===== src/rtl/cnn_pkg.sv =====
// Shared CNN datapath definitions: lane width, lane type and the window-counter width helper.
package cnn_pkg;

    localparam int DATA_W = 8;

    typedef logic [DATA_W-1:0] lane_t;

    // A one-entry window still needs a one-bit counter so the logic stays uniform.
    function automatic int cnt_width(input int n);
        return (n <= 1) ? 1 : $clog2(n);
    endfunction

endpackage


===== src/rtl/max_pool_if.sv =====
// Stream interface for max_pool: input vector handshake, clear, and result handshake.
interface max_pool_if #(
    parameter int SIZE = 4
);
    import cnn_pkg::*;

    logic                   in_valid;
    logic                   in_ready;
    logic [DATA_W*SIZE-1:0] a;
    logic                   clear;
    logic                   out_valid;
    logic                   out_ready;
    logic [DATA_W*SIZE-1:0] pool_out;

    modport master (
        output in_valid, a, clear, out_ready,
        input  in_ready, out_valid, pool_out
    );

    modport slave (
        input  in_valid, a, clear, out_ready,
        output in_ready, out_valid, pool_out
    );

endinterface


===== src/rtl/pool_lane_max.sv =====
// Single-lane unsigned maximum used by the max_pool lane array.
module pool_lane_max
    import cnn_pkg::*;
(
    input  lane_t x_i,
    input  lane_t y_i,
    output lane_t max_o
);

    assign max_o = (y_i > x_i) ? y_i : x_i;

endmodule


===== src/rtl/max_pool.sv =====
// 1-D max pooling over POOL accepted SIZE-lane vectors with registered, back-pressured output.
// Optional build macro MAX_POOL_RELU_EN clamps each result lane to ZERO_POINT at pool_out load.
module max_pool
    import cnn_pkg::*;
#(
    parameter int    SIZE       = 4,
    parameter int    POOL       = 2,
    parameter lane_t ZERO_POINT = 8'd0
) (
    input logic       clock,
    input logic       reset,
    max_pool_if.slave bus
);

    localparam int            CW   = cnt_width(POOL);
    localparam int            VW   = DATA_W * SIZE;
    localparam logic [CW-1:0] LAST = CW'(POOL - 1);

    logic [CW-1:0] cnt_q, cnt_d, cnt_eff;
    logic [VW-1:0] acc_q, acc_d;
    logic [VW-1:0] pool_q, pool_d;
    logic [VW-1:0] sel_vec, res_vec;
    logic          out_valid_q, out_valid_d;
    logic          accept, consume, first;

    function automatic lane_t relu(input lane_t x);
`ifdef MAX_POOL_RELU_EN
        return (x < ZERO_POINT) ? ZERO_POINT : x;
`else
        return x;
`endif
    endfunction

    if (POOL < 1 || POOL > 16) begin : g_pool_range
        $error("max_pool: POOL must be in 1..16");
    end

`ifndef MAX_POOL_RELU_EN
    // ZERO_POINT only matters when the clamp is compiled in.
    if (ZERO_POINT != 8'd0) begin : g_zero_point_ignored
    end
`endif

    assign bus.in_ready  = !(out_valid_q && !bus.out_ready);
    assign bus.out_valid = out_valid_q;
    assign bus.pool_out  = pool_q;

    assign accept  = bus.in_valid && bus.in_ready;
    assign consume = out_valid_q && bus.out_ready;
    // A clear in the same cycle makes the incoming vector the first of a fresh window.
    assign cnt_eff = bus.clear ? '0 : cnt_q;
    assign first   = (cnt_eff == '0);

    for (genvar i = 0; i < SIZE; i++) begin : g_lane
        lane_t max_w;

        pool_lane_max u_max (
            .x_i  (acc_q[DATA_W*i +: DATA_W]),
            .y_i  (bus.a[DATA_W*i +: DATA_W]),
            .max_o(max_w)
        );

        assign sel_vec[DATA_W*i +: DATA_W] = first ? bus.a[DATA_W*i +: DATA_W] : max_w;
        assign res_vec[DATA_W*i +: DATA_W] = relu(sel_vec[DATA_W*i +: DATA_W]);
    end

    always_comb begin
        cnt_d       = cnt_eff;
        acc_d       = acc_q;
        pool_d      = pool_q;
        out_valid_d = out_valid_q;
        if (consume) begin
            out_valid_d = 1'b0;
        end
        if (accept) begin
            if (cnt_eff == LAST) begin
                pool_d      = res_vec;
                out_valid_d = 1'b1;
                cnt_d       = '0;
            end else begin
                acc_d = sel_vec;
                cnt_d = cnt_eff + CW'(1);
            end
        end
    end

    always_ff @(posedge clock) begin
        if (!reset) begin
            cnt_q       <= '0;
            acc_q       <= '0;
            pool_q      <= '0;
            out_valid_q <= 1'b0;
        end else begin
            cnt_q       <= cnt_d;
            acc_q       <= acc_d;
            pool_q      <= pool_d;
            out_valid_q <= out_valid_d;
        end
    end

endmodule

===== src/flat_wrapper.sv =====
// flat-port wrapper written by rule: the top's interface ports become plain ports
module max_pool_flat import cnn_pkg::*;
#(
    parameter int    SIZE       = 4,
    parameter int    POOL       = 2,
    parameter lane_t ZERO_POINT = 8'd0
)
  (clock, reset, bus_in_valid, bus_a, bus_clear, bus_out_ready, bus_in_ready, bus_out_valid, bus_pool_out);
  max_pool_if #(.SIZE(SIZE)) bus_i ();
  input logic clock;
  input logic reset;
  input wire logic [$bits(bus_i.in_valid)-1:0] bus_in_valid;
  input wire logic [$bits(bus_i.a)-1:0] bus_a;
  input wire logic [$bits(bus_i.clear)-1:0] bus_clear;
  input wire logic [$bits(bus_i.out_ready)-1:0] bus_out_ready;
  output wire logic [$bits(bus_i.in_ready)-1:0] bus_in_ready;
  output wire logic [$bits(bus_i.out_valid)-1:0] bus_out_valid;
  output wire logic [$bits(bus_i.pool_out)-1:0] bus_pool_out;
  assign bus_i.in_valid = bus_in_valid;
  assign bus_i.a = bus_a;
  assign bus_i.clear = bus_clear;
  assign bus_i.out_ready = bus_out_ready;
  assign bus_in_ready = bus_i.in_ready;
  assign bus_out_valid = bus_i.out_valid;
  assign bus_pool_out = bus_i.pool_out;
  max_pool #(.SIZE(SIZE), .POOL(POOL), .ZERO_POINT(ZERO_POINT)) u_core (.clock(clock), .reset(reset), .bus(bus_i));
endmodule

===== config.mk =====
export PLATFORM = sky130hd
export DESIGN_NAME = max_pool_flat
export DESIGN_NICKNAME = d
export VERILOG_FILES = /design/src/rtl/cnn_pkg.sv /design/src/rtl/max_pool_if.sv /design/src/rtl/pool_lane_max.sv /design/src/rtl/max_pool.sv /design/src/flat_wrapper.sv
export SDC_FILE = /design/constraint.sdc
export NUM_CORES = 1
export LEC_CHECK = 0
export ABC_AREA = 0
export CAP_MARGIN = 10
export CORE_AREA = 2 2 149 78
export CTS_CLUSTER_DIAMETER = 30
export CTS_CLUSTER_SIZE = 25
export DETAILED_ROUTE_END_ITERATION = 8
export DIE_AREA = 0 0 151 80
export HOLD_SLACK_MARGIN = 0.02
export SLEW_MARGIN = 5
export SYNTH_ARGS = -nofsm -noshare
export SYNTH_HDL_FRONTEND = slang
export SYNTH_SLANG_ARGS = --single-unit

===== constraint.sdc =====
create_clock -name clock -period 2.8 [get_ports clock]
set_input_delay 0.56 -clock clock [delete_from_list [all_inputs] [get_ports clock]]
set_output_delay 0.56 -clock clock [all_outputs]
set_load 0.05 [all_outputs]

After elaboration in Yosys (flattened, before gate mapping)
Cells that the tools add are included.
{ "word_totals": {"regBits": 66, "elab_cells": 31} }
{ "classes": {"n_bitwise": 1, "n_addsub": 1, "n_lt_le_gt_ge": 4, "n_reduce_logical": 7, "n_mux": 14} }
{ "op_table": {"columns": ["cell", "n"], "rows": [
  ["$mux W8", 8],
  ["$gt A8 B8 Y1", 4],
  ["$mux W1", 6],
  ["$reduce_and A2 Y1", 2],
  ["$logic_and A1 B1 Y1", 3],
  ["$logic_not A1 Y1", 2],
  ["$add A1 B1 Y1 const B", 1],
  ["$not A1 Y1", 1]
]} }

Logic depth before layout (Yosys ltp)
Gate-level depths: netlist of run 1.
{ "logic_depth": {"word_depth": 5, "depth_mapped": 9, "mapped_depth_nobuf": 7} }

Hierarchy
A second synthesis of run 1 with hierarchy kept.
{ "unflattened": {"cells_unflattened": 431, "hier_area_um2": 3965.1} }
{ "by_module_without_submodules": {"columns": ["module", "cells_each", "seq_area_each_um2", "instances", "area_each_um2"], "rows": [
  ["max_pool", 291, 1321.3, 1, 2748.9],
  ["pool_lane_max", 35, 0.0, 4, 304.0]
]} }

Least setup slack after synthesis of run 1
No wires, ideal clock.
{ "synth_timing": {"path_type": "register to register", "start": "register u_core.out_valid_q, in the netlist u_core.bus.out_valid", "end": "register u_core.pool_q[24], in the netlist u_core.bus.pool_out[24]", "setup_ps": 136, "n_path_buf": 2, "stages_incl_launch_ff": 8, "arrival_ps": 2093, "path_slack_ps": 570, "synth_period_minus_slack_ps": 2230, "cell_sequence": "dfxtp_1 > nand2b_1 > and2_1 > ha_1 > buf_1 > clkbuf_1 > o21ai_0 > a31oi_1"} }
{ "synth_between": {"elab_chain_cells": 4} }
{ "synth_rtl": {"columns": ["item", "line", "source"], "rows": [
  ["start, declared", "max_pool.sv:23", "logic out_valid_q, out_valid_d;"],
  ["start signal, assigned", "max_pool.sv:97", "out_valid_q <= out_valid_d;"],
  ["$logic_and A1 B1 Y1", "max_pool.sv:44", "assign bus.in_ready = !(out_valid_q && !bus.out_ready);"],
  ["$logic_not A1 Y1", "max_pool.sv:44", null],
  ["net bus_in_ready", "flat_wrapper.sv:16", "output wire logic [$bits(bus_i.in_ready)-1:0] bus_in_ready;"],
  ["$logic_and A1 B1 Y1", "max_pool.sv:48", "assign accept = bus.in_valid && bus.in_ready;"],
  ["$reduce_and A2 Y1 (no source line)", null, null],
  ["end signal, assigned", "max_pool.sv:96", "pool_q <= pool_d;"],
  ["end, declared", "max_pool.sv:21", "logic [VW-1:0] pool_q, pool_d;"]
]} }
The timed path passes the listed nets, and every way through them passes these cells.
A chain may end at the register's enable or synchronous reset.

Worst setup path in the final report of run 1
{ "layout_timing": {"start": "input port bus_a[8]", "end": "register u_core.pool_q[15], in the netlist u_core.bus.pool_out[15]"} }
{ "layout_between": {"elab_chain_cells": 3} }
{ "layout_rtl": {"columns": ["item", "line", "source"], "rows": [
  ["start, declared", "flat_wrapper.sv:13", "input wire logic [$bits(bus_i.a)-1:0] bus_a;"],
  ["$gt A8 B8 Y1", "pool_lane_max.sv:10", "assign max_o = (y_i > x_i) ? y_i : x_i;"],
  ["$mux W8", "pool_lane_max.sv:10", null],
  ["$mux W8", "max_pool.sv:63", "assign sel_vec[DATA_W*i +: DATA_W] = first ? bus.a[DATA_W*i +: DATA_W] : max_w;"]
]} }
Every way passes these cells.

==> results.md, run 1 <==
* Clock-pin slew on the worst setup and hold paths at ~0.050 ns
* DR iter-0 viols at 379
* Fillers at about 1,000
* Adder-Cell Fraction of Synth Area at 10.07%
* Pin count of the biggest net entering global routing at between 40 and 50
* Overall power at 0.002842 W
* Static leakage at 2.154 nW
* Post-synthesis xor/xnor area fraction at 0%
* Post-synthesis simple-gate area fraction at 11.52%
* Setup WS post-layout at 0.3754 ns
* H-Tree Level Count at 3
* Post-synth cell types at 37
* Cell count of the worst reg-to-reg path at 8
* Final hold vios at 0
* Slowest cell on crit path: clkdlybuf4s50_1
* Switching Fraction at 29.84%
* Core Region at between 0.01 and 0.015 mm^2
* Die area at 0.01208 mm^2
* Hpwl dp at ~10 mm
* M1 GR Usage at about 35%
* Die height at 80 um
* Post-route minimum period at 2.425 ns
* Via count at 4,359
* Crit path launch: bus_a[8]
* Max-cap violation count at 0
* Switching power at between 0.0008 and 0.0009 W
* Required time worst endpoint at 3.05 ns
* Number of CTS-inserted buffers at 9
* Post-synthesis sequential area ratio at 31.28%
* Syn avg cell area at approximately 8.3 um^2
* Final std cells w/o fill at 756
* IO Count at 71
* Hold_buf cts at 0
* Status: finished clean
* Die X at 151 um
* Critical Path End Type: flop
* Final worst-path cycle share at 86.59%
* Final wirelength at 13.48 mm
* Mux cell area share after synthesis at 7.583%
* N_diodes at 0
* First-pass GRT wire length at around 21 mm
* Combinational power share at 22.2%
* CP cell instances: clkdlybuf4s50_1 -> inv_1 -> ha_1 -> and4_1 -> or3b_1 -> buf_4 -> a21oi_1 -> a31oi_1 -> a31oi_1
* Hold Path Class: flop to flop
* Int Pwr at 0.001994 W
* Slew @ Worst Pin at around 0.75 ns
* GRT Total Usage at a little under a quarter
* Clock Skews at 0.004820 ns
* RSZ-0062 raised after global routing: no
* Mapped cell area at 0.004224 mm^2
* Setup bufs post-CTS at 0
* Largest family of logic cells by synthesized area: compound AO/OA/AOI/OAI gates
* WHS Path Cells at 2
* Met3 usage at between 6 and 7%
* PD cells at 503.7 mW/mm^2
* Cell Rows at 27
* Setup total negative slack at 0 ns
* WP buf/inv at 3
* Synth Register Bits at 66
* Vias in the first global route at 4,055
* WHS at 0.4754 ns
* Clock Power Share at 41.2%
* Layout cell share with drive strength beyond 1 at 12.44%
* Post-Synthesis Cells at 512
* GR Util met2 at 31.09%
* Clk_lat worst skew at 0.34 ns
* Clk sinks at 66
* DR pass1 iterations at 5
* Root buffer cell: clkbuf_16
* Vias/cell at 5.766
* Startpoint type of the worst setup path: input port
* # nets final at 677
* CTS tree: done
* CP max stage delay at 0.50 ns
* Placed cells at 740
* Clock buffer depth at 2
* Routed Antenna Nets at 0
* Compound-Gate Fraction of Synth Area at between 30% and 40%
* Grt total ovfl at 0
* Fmax at 0.4124 GHz
* Final setup viols at 0
* Residual DRC at 0
* CP Depth at 9
* Worst Hold Launch: u_core.acc_q[7]
* CP top delay family: buffers and inverters
* Max_slew headroom at between 50% and 60%
* Port Buffers at 70
* Synth warn at 0
* R2r startpoint: u_core.acc_q[11]
* Post-CTS sizing at 0
* Pins Over Slew Limit at 0
* Peak VDD IR at 0.0002831 V
* GPL Wtd Cong at 0.9143
* Initial antenna violation count at 0
* Syn_nets at around 600
* Sequential share of power at a little over a third
* Initial Util at 39.32%
* CP Max Fanout at 4
* Most Used Layer, Global Route: met1
* CP Data Arrival Time at 2.68 ns
* Area grow syn2layout at 33.59%
* Critical path class: input port to flop
* Drt wl/cell at 17.83 um
* Setup WS pre-CTS at 0.09345 ns
* CP most frequent cell: a31oi_1
==> registers in the layout, summed over array words and instances, names as in the netlist <==
register and flops:
u_core.acc_q 32, u_core.bus.pool_out 32, u_core.bus.out_valid 1, u_core.cnt_q 1
==> cells in the mapped netlist (all sizes together) <==
| cell | instances | area, um^2 |
|---|---|---|
| o211ai | 41 | 322.8 |
| or3 | 2 | 12.51 |
| nand4 | 6 | 37.54 |
| clkbuf | 21 | 78.83 |
| nand2 | 71 | 266.5 |
| a211o | 2 | 17.52 |
| a31oi | 64 | 400.4 |
| and4 | 4 | 35.03 |
| nor2b | 5 | 31.28 |
| o21bai | 1 | 7.510 |
| o211a | 2 | 20.02 |
| o21ai | 39 | 195.2 |
| a21o | 4 | 30.03 |
| a21oi | 44 | 265.3 |
| nand2b | 2 | 20.02 |
| mux2i | 32 | 320.3 |
| and2 | 3 | 23.78 |
| a21boi | 6 | 45.04 |
| o2111ai | 1 | 15.01 |
| o21a | 2 | 15.01 |
| dfxtp | 66 | 1321 |
| a211oi | 5 | 37.54 |
| nand3 | 4 | 20.02 |
| ha | 34 | 425.4 |
| inv | 34 | 127.6 |
| nor3b | 3 | 22.52 |
| or3b | 2 | 17.52 |
| buf | 12 | 92.58 |
==> final timing paths <==
| path | to | slack, ns |
|---|---|---|
| setup / recovery | u_core.bus.pool_out[15] | 0.38 |
| hold / removal | u_core.acc_q[7] | 0.48 |
| setup reg to reg | u_core.bus.pool_out[15] | 0.68 |
| hold reg to reg | u_core.acc_q[7] | 0.48 |
==> cell type report <==
cell class                      instances  area [um^2]  share of cell area, %
Tap cell                              145        181.4                  3.215
Clock buffer                           11        252.7                  4.479
Multi-Input combinational cell        379         2606                  46.19
Inverter                               34        127.6                  2.262
Sequential cell                        66         1321                  23.41
Timing Repair Buffer                  116         1101                  19.51
Clock inverter                          5        52.55                 0.9313
==> power by group through the flow <==
stage,Clock (W),Combinational [W],Sequential [W]
5_1_grt,0.00122,0.000683,0.00105
3_5_place_dp,0,0.000621,0.00106
2_1_floorplan,0,0.000313,0.00111
3_3_place_gp,0,0.000607,0.00106
6_report,0.00117,0.000631,0.00104
4_1_cts,0.00119,0.000625,0.00104
==> cells in the final DEF (no fill, tap or decap), types with 5 or more instances in the layout <==
master	instances
a211oi_1	5
nand4_1	6
o211ai_1	38
buf_12	5
mux2i_1	32
buf_4	42
ha_1	33
a31oi_1	64
nand2_1	71
clkbuf_16	9
inv_1	34
dfxtp_1	66
clkdlybuf4s50_1	68
o21ai_0	37
nor2b_1	5
a21oi_1	40
==> stage by stage <==
step	area (um^2)	utilization, %
after global routing	5643	52.53
after detailed placement	5338	49.69
after CTS	5643	52.53
after global placement	5338	49.69
after floorplan	4224	-
final	5643	52.53
==> routing by layer <==
metal	part of all wire (%)	vias up
met5	0	-
met3	9.0	9
met4	0.59	0
met2	38	186
li1	-	2110
met1	52	2054
==> logic make-up after synthesis <==
kind of cell               after synthesis
AOI/OAI and AO/OA                      211
and+or+nand+nor                        102
buffers and inverters                   67
DFF                                     66
adders and majority gates               34
muxes                                   32
==> worst reg2reg max path: stages (launching register included) <==
cell and delay, ns:
dfxtp_1 0.35, inv_1 0.07, ha_1 0.32, and4_1 0.26
or3b_1 0.44, buf_4 0.18, a21oi_1 0.15, a31oi_1 0.06
a31oi_1 0.20
No activity file was read; power rests on OpenSTA's default activity.
==> inputs of run 2 (changes only) <==
clock period = 2.28 ns   (was 2.8 ns; I/O delays follow)
==> results.md, run 2 (synthesis gave the netlist of run 1 again) <==
* Post-layout util at 57.44%
* # nets final at 730
* Critical Path End Type: flop
* Hpwl dp at 10.69 mm
* Routed Antenna Nets at 0
* Fillers at 939
* Clock Skews at 0.004613 ns
* Finished Cell Area at 0.006171 mm^2
* RSZ-0062 raised after global routing: no
* Peak VDD IR at 0.0003709 V
* Area of the multi-input gates at 0.002734 mm^2
* Initial antenna violation count at 0
* Drt wl/cell at 17.19 um
* Fmax at approximately 0.45 GHz
* Area grow syn2layout at 46.09%
* N_diodes at 0
* CTS tree: done
* Slowest cell on crit path: or3b_4
* Required time worst endpoint at 2.54 ns
* IO Count at between 70 and 80
* Vias in the first global route at 4,178
* Clock-pin slew on the worst setup and hold paths at 0.06 ns
* Slew @ Worst Pin at roughly 0.57 ns
* Status: finished clean
* Static leakage at 2.440 nW
* Via count at between 4,000 and 5,000
* Max-cap violation count at 0
* Placed cell areas at around 0.0057 mm^2
* CP max stage delay at 0.51 ns
* Number of CTS-inserted buffers at 9
* Cell Rows at 27
* First-pass GRT wire length at about 22 mm
* Commonest non-fill, non-tap cells in the layout: buf_4 (92), nand2_1 (71), dfxtp_1 (66), clkdlybuf4s50_1 (65), a31oi_1 (64)
* Residual DRC at 0
* Clock buffer depth at 2
* Final setup viols at 0
* Max_slew headroom at 62.10%
* Port Buffers at 70
* Overall power at between 0.003 and 0.004 W
* Most common cell after layout, fill and taps aside: buf_4
* CP Max Fanout at 8
* Pins Over Slew Limit at 0
* Sequential Area at 0.001321 mm^2
* Final wirelength at 13.90 mm
* Root buffer cell: clkbuf_16
* Die area at 0.01208 mm^2
* CP cell instances: clkdlybuf4s50_1 -> ha_1 -> nand4_1 -> or3b_4 -> buf_4 -> a21oi_1 -> a31oi_1 -> a31oi_1
* Critical path class: input port to flop
* GRT Total Usage at about a quarter
* Final worst-path cycle share at 96.62%
* Pin count of the biggest net entering global routing at 99
* Final hold vios at 0
* Layout cell share with drive strength beyond 1 at approximately 23%
* Grt total ovfl at 0
* CP most frequent cell: a31oi_1
* DR iter-0 viols at 484
* Hold Path Class: flop to flop
* DR pass1 iterations at 5
* GPL Wtd Cong at 0.9271
* Vias/cell at 5.644
* H-Tree Level Count at 3
* Clk sinks at 66
* Clk_lat worst skew at roughly 0.33 ns
* Core Region at roughly 0.011 mm^2
* Initial Util at 39.32%
* Die X at 151 um
* Die height at 80 um
* Post-route minimum period at 2.203 ns
* Startpoint type of the worst setup path: input port
* CP Data Arrival Time at 2.46 ns
* PD cells at 558.2 mW/mm^2
[run 2: cell count changes in the layout (fill, tap and decap cells not counted), moves of 3 or more]
cell | previous run | this run
a211oi_1 | 5 | 2
a211oi_2 | 0 | 3
a21oi_2 | 0 | 5
dlymetal6s2s_1 | 0 | 3
ha_1 | 33 | 29
buf_4 | 42 | 92
o21ai_2 | 0 | 3
clkdlybuf4s50_1 | 68 | 65
a21oi_1 | 40 | 35
o21ai_0 | 37 | 34
ha_4 | 0 | 4
[run 2: through the flow]
step,setup WS [ns],setup TNS [ns],instances,hold WS [ns]
finish,0.07707,0,809,0.4771
global placement,-0.3063,-15.21,790,0.4579
CTS,0.01549,0,808,0.4748
floorplan,0.05011,0,512,0.4479
detailed placement,-0.3740,-17.28,790,0.4643
global route,0.001409,0,809,0.4968
[run 2: critical path: cells and delay by family]
kind / cells / cell delay (ns)
buffers and inverters: 2 / 0.63
AND/OR/NAND/NOR: 2 / 0.71
AO/OA/AOI/OAI: 3 / 0.34
adder cells (fa/ha/maj): 1 / 0.31
[run 2: metal layers]
metal	wire length, um	up-vias	global-route usage (%)
li1	-	2227	-
met1	7553	2148	38.20
met2	5193	182	30.95
met3	1045	9	5.029
met4	111	0	5.140
met5	0	-	0
[run 2: path summary, 6_finish.rpt]
check,from,to,slack (ns),depth (start not counted)
min,u_core.acc_q[23],u_core.acc_q[23],0.48,2
min reg2reg,u_core.acc_q[23],u_core.acc_q[23],0.48,2
max reg2reg,u_core.acc_q[17],u_core.bus.pool_out[16],0.23,8
max,bus_a[12],u_core.bus.pool_out[13],0.08,8
[run 2: what timing repair did]
| item | in CTS | in global routing |
|---|---|---|
| resized for setup | 2 | 28 |
| setup buffers | 2 | 1 |
| pin swaps | 0 | 9 |
| hold buffers | 0 | 0 |
| cloned | 0 | 0 |
| setup endpoints to repair | 9 | 46 |
[run 2: area by class of cell]
class	count	area share (%)
sequential	66	21.41
clock buffer	9	3.650
multi-input combinational	379	44.30
tap	145	2.940
timing repair buffer	169	24.88
inverter	34	2.068
clock inverter	7	0.7502
[run 2: power by group]
group,leakage (nW),switching [W],internal [W]
sequential,0.540,0.0000524,0.00122
combinational,1.77,0.000494,0.000420
clock,0.127,0.000526,0.000730
==> inputs of run 3 (changes only) <==
HOLD_SLACK_MARGIN = unset   (was 0.02)
==> results of run 3 <==
The final DEF is identical to that of run 2; final timing and power are the same.
